<file path="src/rtl/alu_op_sequencer_if.sv">
// Instruction and result handshake bundle for alu_op_sequencer.
// slave = sequencer side, master = producer/consumer side.
interface alu_op_sequencer_if #(
  parameter int DATA_W = 4,
  parameter int OPC_W  = 3
);
  localparam int IW = OPC_W + 2*DATA_W + 1;

  logic              instr_valid;
  logic              instr_ready;
  logic [IW-1:0]     instr_data;
  logic              res_valid;
  logic              res_ready;
  logic [DATA_W-1:0] res_data;
  logic [OPC_W-1:0]  res_opcode;

  modport slave (
    input  instr_valid,
    output instr_ready,
    input  instr_data,
    output res_valid,
    input  res_ready,
    output res_data,
    output res_opcode
  );

  modport master (
    output instr_valid,
    input  instr_ready,
    output instr_data,
    input  res_valid,
    output res_ready,
    input  res_data,
    input  res_opcode
  );
endinterface

</file>
<file path="src/rtl/alu_op_sequencer.sv">
// Issue stage for the 4-bit ALU: instruction FIFO, operand/accumulator
// chaining, result capture. Optional op_count via ALU_SEQ_STATS_EN.
module alu_op_sequencer #(
  parameter int DATA_W     = 4,
  parameter int OPC_W      = 3,
  parameter int FIFO_DEPTH = 4
) (
  input  logic                            clk,
  input  logic                            reset,
  alu_op_sequencer_if.slave               bus,
  output logic [OPC_W-1:0]                alu_opcode,
  output logic [DATA_W-1:0]               alu_operand_1,
  output logic [DATA_W-1:0]               alu_operand_2,
  input  logic [DATA_W-1:0]               alu_result,
  output logic [DATA_W-1:0]               acc_out,
  output logic [$clog2(FIFO_DEPTH):0]     fifo_count,
`ifdef ALU_SEQ_STATS_EN
  output logic [7:0]                      op_count,
`endif
  output logic                            busy
);

  localparam int IW = OPC_W + 2*DATA_W + 1;
  localparam int AW = $clog2(FIFO_DEPTH);
  localparam int CW = AW + 1;

  typedef enum logic [1:0] {
    S_IDLE,
    S_EXEC,
    S_HOLD
  } state_t;

  state_t              state;
  logic [IW-1:0]       mem [FIFO_DEPTH];
  logic [AW-1:0]       wr_ptr;
  logic [AW-1:0]       rd_ptr;
  logic [CW-1:0]       count;
  logic [DATA_W-1:0]   acc;
  logic                res_valid_q;
  logic [DATA_W-1:0]   res_data_q;
  logic [OPC_W-1:0]    res_opc_q;

  logic                push;
  logic                pop;
  logic                can_pop;
  logic [IW-1:0]       head;
  logic                h_use;
  logic [OPC_W-1:0]    h_opc;
  logic [DATA_W-1:0]   h_op1;
  logic [DATA_W-1:0]   h_op2;
  logic [DATA_W-1:0]   ld_op1;

  assign bus.instr_ready = (count < CW'(FIFO_DEPTH));
  assign push = bus.instr_valid && bus.instr_ready;

  assign can_pop = (count != '0);
  assign pop = can_pop &&
               ((state == S_IDLE) ||
                ((state == S_HOLD) && bus.res_ready));

  assign head  = mem[rd_ptr];
  assign h_op2 = head[DATA_W-1:0];
  assign h_op1 = head[2*DATA_W-1:DATA_W];
  assign h_opc = head[2*DATA_W+OPC_W-1:2*DATA_W];
  assign h_use = head[IW-1];

  // accumulator is already current here, so chaining needs no bypass
  assign ld_op1 = h_use ? acc : h_op1;

  assign bus.res_valid  = res_valid_q;
  assign bus.res_data   = res_data_q;
  assign bus.res_opcode = res_opc_q;
  assign acc_out        = acc;
  assign fifo_count     = count;
  assign busy = (state != S_IDLE) || (count != '0);

  // FIFO storage; contents need no reset, pointers define validity
  always_ff @(posedge clk) begin
    if (push) begin
      mem[wr_ptr] <= bus.instr_data;
    end
  end

  // FIFO pointers and occupancy
  always_ff @(posedge clk) begin
    if (reset) begin
      wr_ptr <= '0;
      rd_ptr <= '0;
      count  <= '0;
    end else begin
      if (push) begin
        wr_ptr <= wr_ptr + AW'(1);
      end
      if (pop) begin
        rd_ptr <= rd_ptr + AW'(1);
      end
      unique case (1'b1)
        (push && !pop): count <= count + CW'(1);
        (pop && !push): count <= count - CW'(1);
        default:        count <= count;
      endcase
    end
  end

  // issue/capture FSM with registered ALU and result outputs
  always_ff @(posedge clk) begin
    if (reset) begin
      state         <= S_IDLE;
      alu_opcode    <= '0;
      alu_operand_1 <= '0;
      alu_operand_2 <= '0;
      acc           <= '0;
      res_valid_q   <= 1'b0;
      res_data_q    <= '0;
      res_opc_q     <= '0;
    end else begin
      unique case (state)
        S_IDLE: begin
          if (pop) begin
            alu_opcode    <= h_opc;
            alu_operand_1 <= ld_op1;
            alu_operand_2 <= h_op2;
            state         <= S_EXEC;
          end
        end
        S_EXEC: begin
          acc         <= alu_result;
          res_data_q  <= alu_result;
          res_opc_q   <= alu_opcode;
          res_valid_q <= 1'b1;
          state       <= S_HOLD;
        end
        S_HOLD: begin
          if (bus.res_ready) begin
            res_valid_q <= 1'b0;
            if (pop) begin
              alu_opcode    <= h_opc;
              alu_operand_1 <= ld_op1;
              alu_operand_2 <= h_op2;
              state         <= S_EXEC;
            end else begin
              state <= S_IDLE;
            end
          end
        end
        default: begin
          state <= S_IDLE;
        end
      endcase
    end
  end

`ifdef ALU_SEQ_STATS_EN
  // saturating count of accepted results
  always_ff @(posedge clk) begin
    if (reset) begin
      op_count <= '0;
    end else if (bus.res_valid && bus.res_ready &&
                 (op_count != 8'hFF)) begin
      op_count <= op_count + 8'd1;
    end
  end
`endif

endmodule

</file>
<file path="src/flat_wrapper.sv">
// flat-port wrapper written by rule: the top's interface ports become plain ports
module alu_op_sequencer_flat 
#(
  parameter int DATA_W     = 4,
  parameter int OPC_W      = 3,
  parameter int FIFO_DEPTH = 4
)
  (clk, reset, alu_opcode, alu_operand_1, alu_operand_2, alu_result, acc_out, fifo_count, busy, bus_instr_valid, bus_instr_ready, bus_instr_data, bus_res_valid, bus_res_ready, bus_res_data, bus_res_opcode);
  alu_op_sequencer_if #(.DATA_W(DATA_W), .OPC_W(OPC_W)) bus_i ();
  input  logic clk;
  input  logic reset;
  output logic [OPC_W-1:0] alu_opcode;
  output logic [DATA_W-1:0] alu_operand_1;
  output logic [DATA_W-1:0] alu_operand_2;
  input  logic [DATA_W-1:0] alu_result;
  output logic [DATA_W-1:0] acc_out;
  output logic [$clog2(FIFO_DEPTH):0] fifo_count;
  output logic busy;
  input wire logic [$bits(bus_i.instr_valid)-1:0] bus_instr_valid;
  output wire logic [$bits(bus_i.instr_ready)-1:0] bus_instr_ready;
  input wire logic [$bits(bus_i.instr_data)-1:0] bus_instr_data;
  output wire logic [$bits(bus_i.res_valid)-1:0] bus_res_valid;
  input wire logic [$bits(bus_i.res_ready)-1:0] bus_res_ready;
  output wire logic [$bits(bus_i.res_data)-1:0] bus_res_data;
  output wire logic [$bits(bus_i.res_opcode)-1:0] bus_res_opcode;
  assign bus_i.instr_valid = bus_instr_valid;
  assign bus_instr_ready = bus_i.instr_ready;
  assign bus_i.instr_data = bus_instr_data;
  assign bus_res_valid = bus_i.res_valid;
  assign bus_i.res_ready = bus_res_ready;
  assign bus_res_data = bus_i.res_data;
  assign bus_res_opcode = bus_i.res_opcode;
  alu_op_sequencer #(.DATA_W(DATA_W), .OPC_W(OPC_W), .FIFO_DEPTH(FIFO_DEPTH)) u_core (.clk(clk), .reset(reset), .bus(bus_i), .alu_opcode(alu_opcode), .alu_operand_1(alu_operand_1), .alu_operand_2(alu_operand_2), .alu_result(alu_result), .acc_out(acc_out), .fifo_count(fifo_count), .busy(busy));
endmodule
</file>
<file path="config.mk">
export PLATFORM = sky130hd
export DESIGN_NAME = alu_op_sequencer_flat
export DESIGN_NICKNAME = d
export VERILOG_FILES = /design/src/rtl/alu_op_sequencer_if.sv /design/src/rtl/alu_op_sequencer.sv /design/src/flat_wrapper.sv
export SDC_FILE = /design/constraint.sdc
export NUM_CORES = 1
export LEC_CHECK = 0
export BUFFER_PORTS_ARGS = -buffer_cell sky130_fd_sc_hd__buf_2
export CORE_UTILIZATION = 51
export CTS_BUF_LIST = sky130_fd_sc_hd__clkbuf_4
export DETAILED_ROUTE_END_ITERATION = 7
export PLACE_DENSITY_LB_ADDON = 0.15
export RECOVER_POWER = 100
export SYNTH_ARGS = -nofsm -noshare
export SYNTH_HDL_FRONTEND = slang
export SYNTH_SLANG_ARGS = --single-unit
</file>
<file path="constraint.sdc">
create_clock -name clk -period 3.57 [get_ports clk]
set_clock_uncertainty 0.1 [all_clocks]
set_input_delay 0.714 -clock clk [delete_from_list [all_inputs] [get_ports clk]]
set_output_delay 0.714 -clock clk [all_outputs]
set_load 0.01 [all_outputs]
</file>
# --- Word-level counts from Yosys, hierarchy flattened ---
# Memories as Yosys holds them, arrays and structs flattened. A register that Yosys moved wholly into a read port is not among the register bits.
# Cells that the tools add are included.
classes:
  n_reduce_logical: 18
  n_eq_ne: 4
  mux: 21
  addsub: 4
  order_cmp: 1
ops:
  columns: ["op", "n"]
  rows:
  - ["4-bit 2-to-1 mux", 5]
  - ["4-bit one-hot mux with 2 select lines", 2]
  - ["3-bit one-hot mux with 2 select lines", 2]
  - ["2-bit 2-to-1 mux", 4]
  - ["2-bit nonzero test", 4]
  - ["3-bit 2-to-1 mux", 2]
  - ["2-bit one-hot mux with 3 select lines", 1]
  - ["2-bit AND reduction", 3]
  - ["1-bit logical AND", 5]
  - ["2-bit by 1-bit adder with 2-bit output, second input constant", 2]
  - ["1-bit 2-to-1 mux", 4]
  - ["3-bit by 1-bit adder with 3-bit output, second input constant", 1]
  - ["3-bit less-than comparator, second input constant", 1]
  - ["3-bit nonzero test", 1]
  - ["3-bit by 1-bit subtractor with 3-bit output, second input constant", 1]
  - ["2-bit by 1-bit equality test with 1-bit output, second input constant", 1]
  - ["2-bit equality test, second input constant", 1]
  - ["1-bit zero test", 2]
  - ["2-bit zero test", 1]
  - ["1-bit logical OR", 2]
  - ["2-bit by 1-bit inequality test with 1-bit output, second input constant", 1]
  - ["2-bit inequality test, second input constant", 1]
  - ["1-bit one-hot mux with 2 select lines", 1]
totals:
  out_inout_bits: 28
  ramBits: 48
  elab_cells: 59
  inputBits: 20
  n_memories: 1
  regBits: 28
mem_list:
  columns: ["name", "depth", "word_bits", "read_ports", "rd_clocked_by_memory_dff", "wr", "line_no", "rtl"]
  rows:
  - ["u_core.mem", 4, 12, 1, 1, 1, "alu_op_sequencer.sv:34", "logic [IW-1:0] mem [FIFO_DEPTH];"]

# --- Depth between registers and ports, before layout ---
depth:
  word_depth: 7
  mapped_depth: 10
  depth_no_buf: 9

# --- Worst setup path after synthesis ---
# No wires, ideal clock.
synth_timing:
  path_kind: "input to register"
  from: "in bus_res_ready"
  to: "reg u_core.count[2], in the netlist u_core.fifo_count[2]"
  required_ns: 3.400
  arrival_time_ns: 2.567
  stages: 10
  setup_time_ns: 0.070
  slack_ns: 0.833
  path_buffers: 1
  path_cell_list: "nor2b_1 > or3_4 > clkinv_1 > buf_2 > ha_1 > inv_1 > fa_1 > xor2_1 > or3_1 > a21oi_1"
synth_between:
  elab_chain_cells: 6
  elab_cells_between_ends: 8
  classes_between: "1 x mux; 7 x reduce/logical"
synth_rtl:
  columns: ["element", "line_no", "rtl"]
  rows:
  - ["from (decl)", "flat_wrapper.sv:23", "input wire logic [$bits(bus_i.res_ready)-1:0] bus_res_ready;"]
  - ["1-bit logical AND (*)", "alu_op_sequencer.sv:59", "((state == S_HOLD) && bus.res_ready));"]
  - ["1-bit logical OR (*)", "alu_op_sequencer.sv:58", "((state == S_IDLE) ||"]
  - ["1-bit logical AND (*)", "alu_op_sequencer.sv:57", "assign pop = can_pop &&"]
  - ["net u_core.pop", "alu_op_sequencer.sv:44", "logic pop;"]
  - ["1-bit zero test", "alu_op_sequencer.sv:98", "(push && !pop): count <= count + CW'(1);"]
  - ["1-bit logical AND", "alu_op_sequencer.sv:98", null]
  - ["3-bit one-hot mux with 2 select lines or 2-bit nonzero test (tied branches)", null, null]
  - ["to (signal assigned)", "alu_op_sequencer.sv:98", null]
  - ["to (signal assigned)", "alu_op_sequencer.sv:99", "(pop && !push): count <= count - CW'(1);"]
  - ["to (signal assigned)", "alu_op_sequencer.sv:100", "default: count <= count;"]
  - ["to (decl)", "alu_op_sequencer.sv:37", "logic [CW-1:0] count;"]
# Mark *: on every way through the listed nets, which the timed path passes. The rest lies on a longest branch.
# A chain may end at the register's enable or synchronous reset.

# --- Worst setup path in the final report ---
layout_timing:
  from: "reg u_core.count[2], in the netlist u_core.fifo_count[2]"
  to: "reg u_core.count[2], in the netlist u_core.fifo_count[2]"
layout_between:
  elab_chain_cells: 5
  elab_cells_between_ends: 12
  classes_between: "2 x add/sub; 1 x order compare; 1 x mux; 8 x reduce/logical"
layout_rtl:
  columns: ["element", "line_no"]
  rows:
  - ["3-bit less-than comparator or 3-bit nonzero test (tied branches)", "alu_op_sequencer.sv:53, alu_op_sequencer.sv:56"]
  - ["1-bit logical AND (on tied branches)", "alu_op_sequencer.sv:54, alu_op_sequencer.sv:57"]
  - ["1-bit zero test (on tied branches)", "alu_op_sequencer.sv:99, alu_op_sequencer.sv:98"]
  - ["1-bit logical AND (on tied branches)", "alu_op_sequencer.sv:99, alu_op_sequencer.sv:98"]
  - ["3-bit one-hot mux with 2 select lines or 2-bit nonzero test (tied branches)", null]
# Parallel ways exist; a longest one is shown, timed or not.

==> reports/summary.log <==
qor: clock_tree.cts_hold_repair.buffers 0
qor: timing.final.setup.tns 0 ns
qor: clock_tree.clk_sinks 78
qor: worst_setup_path.worst_setup_ep_type register
qor: clock_tree.cts_h_tree_lvls 3
qor: layout.fin_area 3320 sq um
qor: clock_tree.tritoncts done
qor: worst_setup_path.cp_slowest_stage_delay 0.53 ns
qor: worst_setup_path.critical_path.cell_chain nor3_1 > or3_1 > clkinv_1 > ha_1 > inv_1 > fa_1 > xor2_1 > or3_1 > a21oi_1
qor: synthesis.async_sr_flop_fraction 0%
qor: timing.final.setup.worst_slack 1.02 ns
qor: clock_tree.cts.repair_timing.setup_buffer_count 0
qor: timing.max_slew.worst_pin.slew 1.29 ns
qor: worst_setup_path.critical_path.max_fanout 11
qor: clock_tree.worstSkewPairLatency 0.40 ns
qor: layout.final.fill_count 500
qor: worst_setup_path.cp.arrival 2.78 ns
qor: clock_tree.cts.path.max_buffers 2
qor: synthesis.syn_nets 237
qor: synthesis.yosys.area.top_type_share 48.3%
qor: synthesis.dominantRegCellSynth sky130_fd_sc_hd__edfxtp_1
qor: die.die_y 78.5 microns
qor: route.post-route-drc-count 0
qor: pwr.ir_worst_vdd 0.361 mV
qor: timing.period_utilization 71.4%
qor: placement.place_congestion 0.697
qor: worst_setup_path.r2r_slack 1.02 ns
qor: grt.first_global_vias 1573
qor: worst_setup_path.worst-endpoint-required 3.80 ns
qor: pwr.power_per_cell_area 729 nW/um^2
qor: clock_tree.clock-root-buffer sky130_fd_sc_hd__clkbuf_4
qor: flow_run.drv.max_cap_violation_count 0
qor: grt.grt_overflow 0
qor: layout.flow.area_growth_from_synthesis 11.5%
qor: clock_tree.tritoncts_buffers 9
qor: route.first_pass_iters 4
qor: synthesis.seq_area_frac_synth 68.5%
qor: route.drtAntennaViolNets 0
qor: grt.grt_start_max_net_pins 30
qor: timing.maxClockFrequency 0.393 GHz
qor: synthesis.synthCells 211
qor: layout.final_layout_size_suffix_gt1_share 13.3%
qor: worst_setup_path.critical_path.startpoint u_core.fifo_count[2]
qor: layout.layout.nets 284
qor: die.dieArea 6160 sq um
qor: worst_setup_path.crit_type register to register
qor: timing.minimum_clock_period 2.55 ns
qor: grt.global_route.usage.total 18.1%
qor: worst_setup_path.critical-path-top-delay-family simple AND/OR/NAND/NOR gates
qor: timing.setup_viol 0
qor: placement.detailedPlacementHpwl 3250 microns
qor: worst_setup_path.cp_num_buf_inv 2
qor: route.post_drt_wl_per_cell 15.1 microns
qor: timing.finalMaxSlewViolations 0
qor: placement.pre_cts_slack 0.847 ns
qor: route.drt_wl_total 5050 microns
qor: worst_setup_path.critical_path.reg2reg.startpoint u_core.fifo_count[2]
qor: worst_hold_path.tightest_hold_check_type register to register
qor: worst_setup_path.critical_path.most_common_cell sky130_fd_sc_hd__or3_1
qor: synthesis.post_syn_area_per_cell 14.1 sq um
qor: route.via_count 1726
qor: route.detailedRoute.firstIterationViolations 66
qor: clock_tree.clkTransAtPathRegs 0.12 ns
qor: grt.wire_length_of_the_first_global_routing_pass 7980 microns
qor: placement.dpl-instance-area 3250 sq um
qor: placement.io_buffer_count 47
qor: die.core.rowCount 27
qor: pwr.total_leakage_power 1.12 nW
qor: worst_setup_path.cp_slowest_cell sky130_fd_sc_hd__or3_1
qor: synthesis.syn-cell-area 2980 sq um
qor: die.floorplan_core_area 5570 sq um
qor: clock_tree.cts_resized 0
qor: die.start_util 53.5%
qor: synthesis.synthDominantAreaCellType sky130_fd_sc_hd__edfxtp_1
qor: worst_hold_path.min-delay-start u_core.bus.res_opcode[1]
qor: synthesis.synth-warning-count 0
qor: synthesis.ys_ff_latch 78
qor: synthesis.number_of_synthesized_flops_with_an_enable_pin 48
qor: layout.insertedDiodeCount 0
qor: timing.timing.slew.headroom 13.7%
qor: timing.rsz0062_at_grt false
qor: grt.antenna_found_initial 0
qor: synthesis.synth_cell_types 27
qor: status.status complete, no violations
qor: route.viasPerCell 5.15
qor: die.pin_count 48
qor: synthesis.synth.top_cells.by_area sky130_fd_sc_hd__edfxtp_1, sky130_fd_sc_hd__dfxtp_1, sky130_fd_sc_hd__mux4_2
qor: worst_setup_path.cp-start-kind register
qor: timing.finalHoldViolCount 0
qor: die.die_w 78.5 microns
==> synthesized netlist by cell type (2+ instances only) <==
cell type and instances:
sky130_fd_sc_hd__and2_1 4, sky130_fd_sc_hd__edfxtp_1 48, sky130_fd_sc_hd__a21oi_1 19, sky130_fd_sc_hd__xnor2_1 2, sky130_fd_sc_hd__o21ai_0 3, sky130_fd_sc_hd__inv_1 9, sky130_fd_sc_hd__nor2b_1 2, sky130_fd_sc_hd__buf_1 2
sky130_fd_sc_hd__mux2i_1 4, sky130_fd_sc_hd__dfxtp_1 30, sky130_fd_sc_hd__a211oi_1 5, sky130_fd_sc_hd__ha_1 5, sky130_fd_sc_hd__mux4_2 12, sky130_fd_sc_hd__nand2_1 29, sky130_fd_sc_hd__nand2b_1 2, sky130_fd_sc_hd__xor2_1 2
sky130_fd_sc_hd__or3_1 2, sky130_fd_sc_hd__buf_4 5, sky130_fd_sc_hd__nor2_1 15, sky130_fd_sc_hd__clkbuf_1 4
==> layout by cell type (no fill, tap or decap), drive strengths merged <==
| cell | n |
|---|---|
| a211oi | 5 |
| a21oi | 19 |
| and2 | 4 |
| and2b | 1 |
| buf | 7 |
| bufinv | 1 |
| clkbuf | 54 |
| clkinv | 3 |
| clkinvlp | 1 |
| dfxtp | 30 |
| edfxtp | 48 |
| fa | 1 |
| ha | 5 |
| inv | 9 |
| mux2i | 4 |
| mux4 | 12 |
| nand2 | 29 |
| nand2b | 2 |
| nor2 | 15 |
| nor2b | 2 |
| nor3 | 1 |
| o21ai | 3 |
| or3 | 3 |
| xnor2 | 2 |
| xor2 | 2 |
==> cell type report <==
type	instances	area, sq um	share of cell area (%)
tap	72	90.1	2.71
sequential	78	2040	61.4
timing repair buffer	49	195	5.87
clock buffer	12	90.1	2.71
inverter	10	37.5	1.13
clock inverter	4	47.5	1.43
multi-input combinational	110	822	24.7
==> worst min-delay path, delay by kind of cell, from the launching register on <==
family           cells  cell delay (ns)
AND/OR/NAND/NOR      1             0.05
AO/OA/AOI/OAI        1             0.05
flip-flops           1             0.32
==> state kept, by name, summed over array words and instances, names as in the netlist, named ones only <==
name	count
u_core.wr_ptr	2
u_core.bus.res_opcode	3
u_core.bus.res_valid	1
u_core.alu_operand_1	4
u_core.alu_opcode	3
u_core.acc_out	4
u_core.state	2
u_core.alu_operand_2	4
u_core.mem	48
u_core.fifo_count	3
u_core.rd_ptr	2
==> final timing paths <==
path	depth (start not counted)	to
min reg2reg	2	u_core.bus.res_opcode[1]
max reg2reg	9	u_core.fifo_count[2]
min	2	u_core.bus.res_opcode[1]
max	9	u_core.fifo_count[2]
==> metal layers <==
| metal | wire length, microns | up-vias | track usage, % |
|---|---|---|---|
| met3 | 261 | 10 | 4.30 |
| li1 | - | 843 | - |
| met1 | 2420 | 818 | 24.7 |
| met4 | 114 | 0 | 10.0 |
| met5 | 0 | - | 0 |
| met2 | 2250 | 55 | 26.6 |
==> metrics by stage <==
stage / hold WS (ns) / cells / util [%] / power, mW
2_1_floorplan: 0.359 / 211 / - / 1.76
5_1_grt: 0.395 / 335 / 59.6 / 2.58
3_5_place_dp: 0.347 / 319 / 58.2 / 1.97
4_1_cts: 0.362 / 335 / 60.7 / 2.48
3_3_place_gp: 0.342 / 319 / 58.2 / 1.96
6_report: 0.362 / 335 / 59.6 / 2.42
==> kinds of logic after synthesis <==
group	synth area share [%]
simple gates	8.43
xor+xnor	1.17
flops	68.5
compound gates	4.95
buf+inv	3.82
mux	10.4
fa+ha+maj	2.77
==> where the power goes <==
| part | switching, mW | internal (mW) | leakage [nW] | total [mW] |
|---|---|---|---|---|
| Clock | 0.287 | 0.236 | 0.0773 | 0.522 |
| Combinational | 0.384 | 0.280 | 0.358 | 0.664 |
| Sequential | 0.110 | 1.13 | 0.686 | 1.24 |
| Total | 0.781 | 1.64 | 1.12 | 2.42 |
Note: power is estimated with default switching activity, not from simulation.
